[src/rtl/scan_decoder_if.sv]
// Control/status bundle for scan_decoder: select/scan controls in, one-hot bank and index out.
interface scan_decoder_if #(
  parameter int unsigned SEL_W   = 3,
  parameter int unsigned DWELL_W = 8
);
  logic                  en;
  logic                  mode;
  logic [SEL_W-1:0]      sel;
  logic                  load;
  logic                  dir;
  logic [DWELL_W-1:0]    dwell;
  logic [(2**SEL_W)-1:0] out;
  logic [SEL_W-1:0]      idx;
  logic                  wrap;

  modport master (
    output en, mode, sel, load, dir, dwell,
    input  out, idx, wrap
  );

  modport slave (
    input  en, mode, sel, load, dir, dwell,
    output out, idx, wrap
  );
endinterface

[src/rtl/scan_decoder.sv]
// Registered one-hot decoder with direct-select and auto-scan (chaser) modes.
// The outputs derive only from registered state, so out/idx/wrap change only on clock edges.
module scan_decoder #(
  parameter int unsigned SEL_W   = 3,
  parameter int unsigned DWELL_W = 8
) (
  input  logic          clk,
  input  logic          rst,
  scan_decoder_if.slave dec_io
);
  localparam int unsigned N = 2 ** SEL_W;

  typedef enum logic [1:0] {StOff, StDirect, StScan} state_e;

  state_e             st_q, st_d;
  logic [SEL_W-1:0]   idx_q, idx_d;
  logic [DWELL_W-1:0] cnt_q, cnt_d;
  logic               wrap_q, wrap_d;
  logic [N-1:0]       onehot;

  always_comb begin
    st_d   = st_q;
    idx_d  = idx_q;
    cnt_d  = cnt_q;
    wrap_d = 1'b0;
    if (!dec_io.en) begin
      st_d = StOff;
    end else if (!dec_io.mode) begin
      st_d  = StDirect;
      idx_d = dec_io.sel;
      cnt_d = '0;
    end else begin
      st_d = StScan;
      if (dec_io.load) begin
        idx_d = dec_io.sel;
        cnt_d = '0;
      end else if (st_q != StScan) begin
        // Entry keeps the index; the dwell restarts from zero.
        cnt_d = '0;
      end else if (cnt_q >= dec_io.dwell) begin
        cnt_d = '0;
        if (dec_io.dir) begin
          idx_d  = idx_q - SEL_W'(1);
          wrap_d = (idx_q == '0);
        end else begin
          idx_d  = idx_q + SEL_W'(1);
          wrap_d = (idx_q == '1);
        end
      end else begin
        cnt_d = cnt_q + DWELL_W'(1);
      end
    end
  end

  always_ff @(posedge clk) begin
    if (rst) begin
      st_q   <= StOff;
      idx_q  <= '0;
      cnt_q  <= '0;
      wrap_q <= 1'b0;
    end else begin
      st_q   <= st_d;
      idx_q  <= idx_d;
      cnt_q  <= cnt_d;
      wrap_q <= wrap_d;
    end
  end

  always_comb begin
    onehot = '0;
    if (st_q != StOff) begin
      onehot[idx_q] = 1'b1;
    end
  end

  assign dec_io.out  = onehot;
  assign dec_io.idx  = idx_q;
  assign dec_io.wrap = wrap_q;
endmodule
[src/flat_wrapper.sv]
// flat-port wrapper written by rule: the top's interface ports become plain ports
module scan_decoder_flat 
#(
  parameter int unsigned SEL_W   = 3,
  parameter int unsigned DWELL_W = 8
)
  (clk, rst, dec_io_en, dec_io_mode, dec_io_sel, dec_io_load, dec_io_dir, dec_io_dwell, dec_io_out, dec_io_idx, dec_io_wrap);
  scan_decoder_if #(.SEL_W(SEL_W), .DWELL_W(DWELL_W)) dec_io_i ();
  input  logic clk;
  input  logic rst;
  input wire logic [$bits(dec_io_i.en)-1:0] dec_io_en;
  input wire logic [$bits(dec_io_i.mode)-1:0] dec_io_mode;
  input wire logic [$bits(dec_io_i.sel)-1:0] dec_io_sel;
  input wire logic [$bits(dec_io_i.load)-1:0] dec_io_load;
  input wire logic [$bits(dec_io_i.dir)-1:0] dec_io_dir;
  input wire logic [$bits(dec_io_i.dwell)-1:0] dec_io_dwell;
  output wire logic [$bits(dec_io_i.out)-1:0] dec_io_out;
  output wire logic [$bits(dec_io_i.idx)-1:0] dec_io_idx;
  output wire logic [$bits(dec_io_i.wrap)-1:0] dec_io_wrap;
  assign dec_io_i.en = dec_io_en;
  assign dec_io_i.mode = dec_io_mode;
  assign dec_io_i.sel = dec_io_sel;
  assign dec_io_i.load = dec_io_load;
  assign dec_io_i.dir = dec_io_dir;
  assign dec_io_i.dwell = dec_io_dwell;
  assign dec_io_out = dec_io_i.out;
  assign dec_io_idx = dec_io_i.idx;
  assign dec_io_wrap = dec_io_i.wrap;
  scan_decoder #(.SEL_W(SEL_W), .DWELL_W(DWELL_W)) u_core (.clk(clk), .rst(rst), .dec_io(dec_io_i));
endmodule
[config.mk]
export PLATFORM = sky130hd
export DESIGN_NAME = scan_decoder_flat
export DESIGN_NICKNAME = d
export VERILOG_FILES = /design/src/rtl/scan_decoder_if.sv /design/src/rtl/scan_decoder.sv /design/src/flat_wrapper.sv
export SDC_FILE = /design/constraint.sdc
export NUM_CORES = 1
export LEC_CHECK = 0
export CAP_MARGIN = 30
export CORE_ASPECT_RATIO = 1.5
export CORE_MARGIN = 5
export CORE_UTILIZATION = 44
export DETAILED_ROUTE_END_ITERATION = 16
export GPL_TIMING_DRIVEN = 1
export PLACE_DENSITY = 0.75
export SETUP_SLACK_MARGIN = 0.2
export SYNTH_ARGS = -nofsm -noshare
export SYNTH_HDL_FRONTEND = slang
export SYNTH_SLANG_ARGS = --single-unit
[constraint.sdc]
create_clock -name clk -period 1.93 [get_ports clk]
set_clock_uncertainty 0.05 [all_clocks]
set_input_delay 0.386 -clock clk [delete_from_list [all_inputs] [get_ports clk]]
set_output_delay 0.386 -clock clk [all_outputs]
set_load 0.005 [all_outputs]
# Word level (Yosys, flattened, before mapping)
# Cells that the tools add are included.
# word_totals
romBits	0
n_memories	0
latchBits	0
input_bits	17
output_inout_bits	12
ram_bits	0
reg_bits	14
elab_cells	37
# op_classes
muxes	14
multipliers	0
addsub	3
n_eq_ne	4
n_shift	0
div_mod_pow	0
n_bitwise	3
n_reduce_logical	6
n_lt_le_gt_ge	3
# ops
cell	count
two-way mux 8 bit	5
two-way mux 3 bit	5
adder 8 x 1 -> 8 bit (second input constant)	1
>= comparator 8 bit	1
OR reduction 6 bit	1
< comparator 3 x 4 -> 1 bit (second input constant)	1
adder 3 x 1 -> 3 bit (second input constant)	1
demux 1 bit (select 3 bit)	1
== test 3 bit (second input constant)	1
>= comparator 3 x 1 -> 1 bit (second input constant)	1
logical NOT 3 bit	1
!= test 3 x 1 -> 1 bit (second input constant)	1
!= test 3 bit (second input constant)	1
NOT 1 bit	3
AND reduction 3 bit	1
subtractor 3 x 1 -> 3 bit (second input constant)	1
two-way mux 1 bit	2
two-way mux 2 bit	1
!= test 2 bit (second input constant)	1
nonzero test 2 bit	1
OR reduction 2 bit	1
logical AND 1 bit	1

# Depth between registers and ports, before layout
# depth
word_depth	6
mapped_depth	8
depth_no_buf	7

# Worst setup path after synthesis
# Ideal clock, no wire load.
# synth_timing
kind	input -> register
startpoint	input port dec_io_dwell[2]
endpoint	register u_core.idx_q[1] (netlist: u_core.dec_io.idx[1])
required_time_ns	1.757
path_slack_ns	0.120
cell_stages	7
setup_ns	0.123
path_buffers	0
arrival_time_ns	1.637
cell_sequence	inv_1 ha_1 and3_1 o21ai_1 a31o_2 a21oi_2 mux2_1
# synth_between
elab_chain_cells	3
# synth_rtl
element	line_no	text
start: declaration	flat_wrapper.sv:16	input wire logic [$bits(dec_io_i.dwell)-1:0] dec_io_dwell;
>= comparator 8 bit	scan_decoder.sv:40	end else if (cnt_q >= dec_io.dwell) begin
!= test 3 x 1 -> 1 bit (no line)	n/a	
AND reduction 3 bit (no line)	n/a	
end signal: assignment	scan_decoder.sv:63	idx_q <= idx_d;
end: declaration	scan_decoder.sv:16	logic [SEL_W-1:0] idx_q, idx_d;
# Every way passes these cells.
# A chain may end at the register's enable or synchronous reset.

# Worst setup path after layout
# layout_timing
startpoint	register u_core.cnt_q[0]
endpoint	register u_core.idx_q[1] (netlist: u_core.dec_io.idx[1])
# layout_between
elab_chain_cells	3
# layout_rtl
element	line_no	text
start: declaration	scan_decoder.sv:17	logic [DWELL_W-1:0] cnt_q, cnt_d;
start signal: assignment	scan_decoder.sv:64	cnt_q <= cnt_d;
>= comparator 8 bit	scan_decoder.sv:40	
!= test 3 x 1 -> 1 bit (no line)	n/a	
AND reduction 3 bit (no line)	n/a	
# Every way passes these cells.

==> run summary <==
FFs w/ async S/R, synth - 0
Worst setup SP type - flop
Hold buffers post-CTS - 0
H-tree Lvls - 1
Routability cong. - 0.825
Residual overflow from global routing - 0
Die Ht - 73.5 um
Top post-synthesis cells by count - dfxtp_1, inv_1, nor2_1
DRT iter0 DRCs - 31
Clock Latency Late Sink - 0.24 ns
Share of cells above drive strength 1 - 0.432
I/O Buffers - 28
CTS root buf - clkbuf_8
Crit Path Class - reg2reg
# DRC - 0
Placed wire-length estimate - 2650 um
Max Clk Rate - 569 MHz
Avg WL per Cell - 16.8 um
Fin crit share - 0.910
Final number of setup-violating endpoints - 0
Die area - 3850 um2
Post-synth top area cell - dfxtp_1
Placement Rows - 23
Status - finished clean
Synth Cell Area - 1180 um2
CTS tree - yes
First-pass GRT wire length - 6020 um
Vias in the first global route - 1,347
Top post-synthesis cells by area - dfxtp_1, ha_1, nand2b_1
Max clock buf depth - 2
Hold Crit Class - reg2reg
Drt pass-1 iters - 4
Syn avg cell area - 8.39 um2
CTS Sinks - 14
Ys Warns - 0
Die Width - 52.3 um
Largest net degree at the start of global routing - 16
Critical path peak fanout - 4
Relative slew slack - 0.723
GR Util met1 - 0.193
Register area share after synthesis - 0.237
Power density over cell area - 415 nW/um2
Synth cell types - 45
Met2 GRT Util - 0.401
Final core occ - 0.719
CORE AREA - 2620 um2
Antenna violations before repair - 0
Worst-path clk slew - 0.06 ns
Design Power - 0.782 mW
Fin nets - 218
Total GRT Usage - 0.204
Post-synth EDFFs - 0
Count of pins over their slew limit - 0
Critical path data required time - 2.01 ns
Total CTS buffers - 3
Num ports - 29
WL final - 3820 um
Leak - 0.735 nW
Syn nets - 168
Global routing's busiest layer - met2
Kind of end point of the critical path - flop
Via count - 1,264
GR Layer Usage met3 - 0.0568
Yosys top cell area share - 0.237
Top FF cell, synth - dfxtp_1
Synthesized instance count - 141
Initial Util - 0.452
Worst slew pin tran - 0.415 ns
Crit path DAT - 1.84 ns
Area grow syn2layout - 59.3%
RSZ-0062 raised after global routing - yes
Max rail drop VDD - 0.000360 V
Hold Slack - 0.545 ns
Routed Antenna Nets - 0
Number of antenna diodes - 0
Fin. Hold Viols - 0
Maxcap violations - 0
Seq cells post-synth - 14
Final Critical Period - 1.76 ns
Via density - 5.57
through the flow:
step | setup slack (ns) | std cells | TNS, ns | area [um2]
final | 0.173 | 227 | 0 | 1880
after floorplan | 0.142 | 141 | 0 | 1200
after global placement | -0.449 | 214 | -4.70 | 1580
after CTS | 0.134 | 226 | 0 | 1810
after global routing | 0.122 | 227 | 0 | 1880
after detailed placement | -0.512 | 214 | -5.46 | 1580
kinds of logic after synthesis:
kind of cell,after synthesis,synth area share
muxes,2,0.0180
DFF,14,0.237
buffers and inverters,21,0.0942
and+or+nand+nor,68,0.359
adders and majority gates,10,0.112
xor gates and xnor gates,2,0.0148
AOI/OAI and AO/OA,24,0.165
critical path: stages, from the launching register on:
cell and delay, ns:
dfxtp_2 0.34, inv_2 0.05, ha_4 0.25, and3_4 0.17, o21ai_2 0.06, a31o_4 0.27
a21oi_4 0.15, mux2_4 0.31
metal layers:
metal / share of wire / wire length (um)
met1: 0.34 / 1300
met2: 0.58 / 2210
met3: 0.047 / 180
met4: 0.033 / 128
met5: 0 / 0
flip-flops by register name (all words and copies together) (netlist names):
register	flops
u_core.cnt_q	8
u_core.dec_io.idx	3
u_core.dec_io.wrap	1
u_core.st_q	2
area by class of cell:
class,count,area (um2)
Timing Repair Buffer,52,452
Fill cell,210,736
Inverter,14,60.1
Clock buffer,4,55.1
Sequential cell,14,302
Tap cell,37,46.3
Multi-Input combinational cell,106,968
power breakdown:
part,total (mW),switching (mW),internal [mW]
sequential,0.302,0.00813,0.294
combinational,0.190,0.0856,0.104
clock,0.290,0.110,0.181
total,0.782,0.203,0.578
layout by cell type (no fill, tap or decap), types with 3 or more instances in the layout:
cell type | Yosys | final
buf_4 | 0 | 22
dlygate4sd2_1 | 0 | 13
nor2_1 | 13 | 12
nand2b_1 | 11 | 11
clkdlybuf4s50_1 | 0 | 10
inv_2 | 0 | 8
dfxtp_2 | 0 | 8
nand3_1 | 7 | 7
nand2_1 | 6 | 6
ha_4 | 0 | 6
inv_1 | 14 | 5
nand4_1 | 4 | 4
nand3b_1 | 4 | 4
nor4b_1 | 4 | 4
clkbuf_8 | 1 | 4
o21ai_2 | 0 | 3
a21oi_2 | 1 | 3
o221ai_2 | 1 | 3
o221ai_1 | 5 | 3
ha_1 | 9 | 3
dfxtp_4 | 0 | 3
dfxtp_1 | 14 | 3
repair_timing:
action                     in CTS  in global routing
cloned                          1                  0
setup endpoints to repair      22                 16
pin swaps                      16                  5
resized for setup              61                 15
setup buffers                   7                  1
worst paths after layout:
path              startpoint              endpoint  slack [ns]  cells after the start
max          u_core.cnt_q[0]  u_core.dec_io.idx[1]        0.17                      7
min reg2reg  u_core.cnt_q[0]       u_core.cnt_q[0]        0.54                      3
min          u_core.cnt_q[0]       u_core.cnt_q[0]        0.54                      3
max reg2reg  u_core.cnt_q[0]  u_core.dec_io.idx[1]        0.17                      7
No activity file was read; power rests on OpenSTA's default activity.
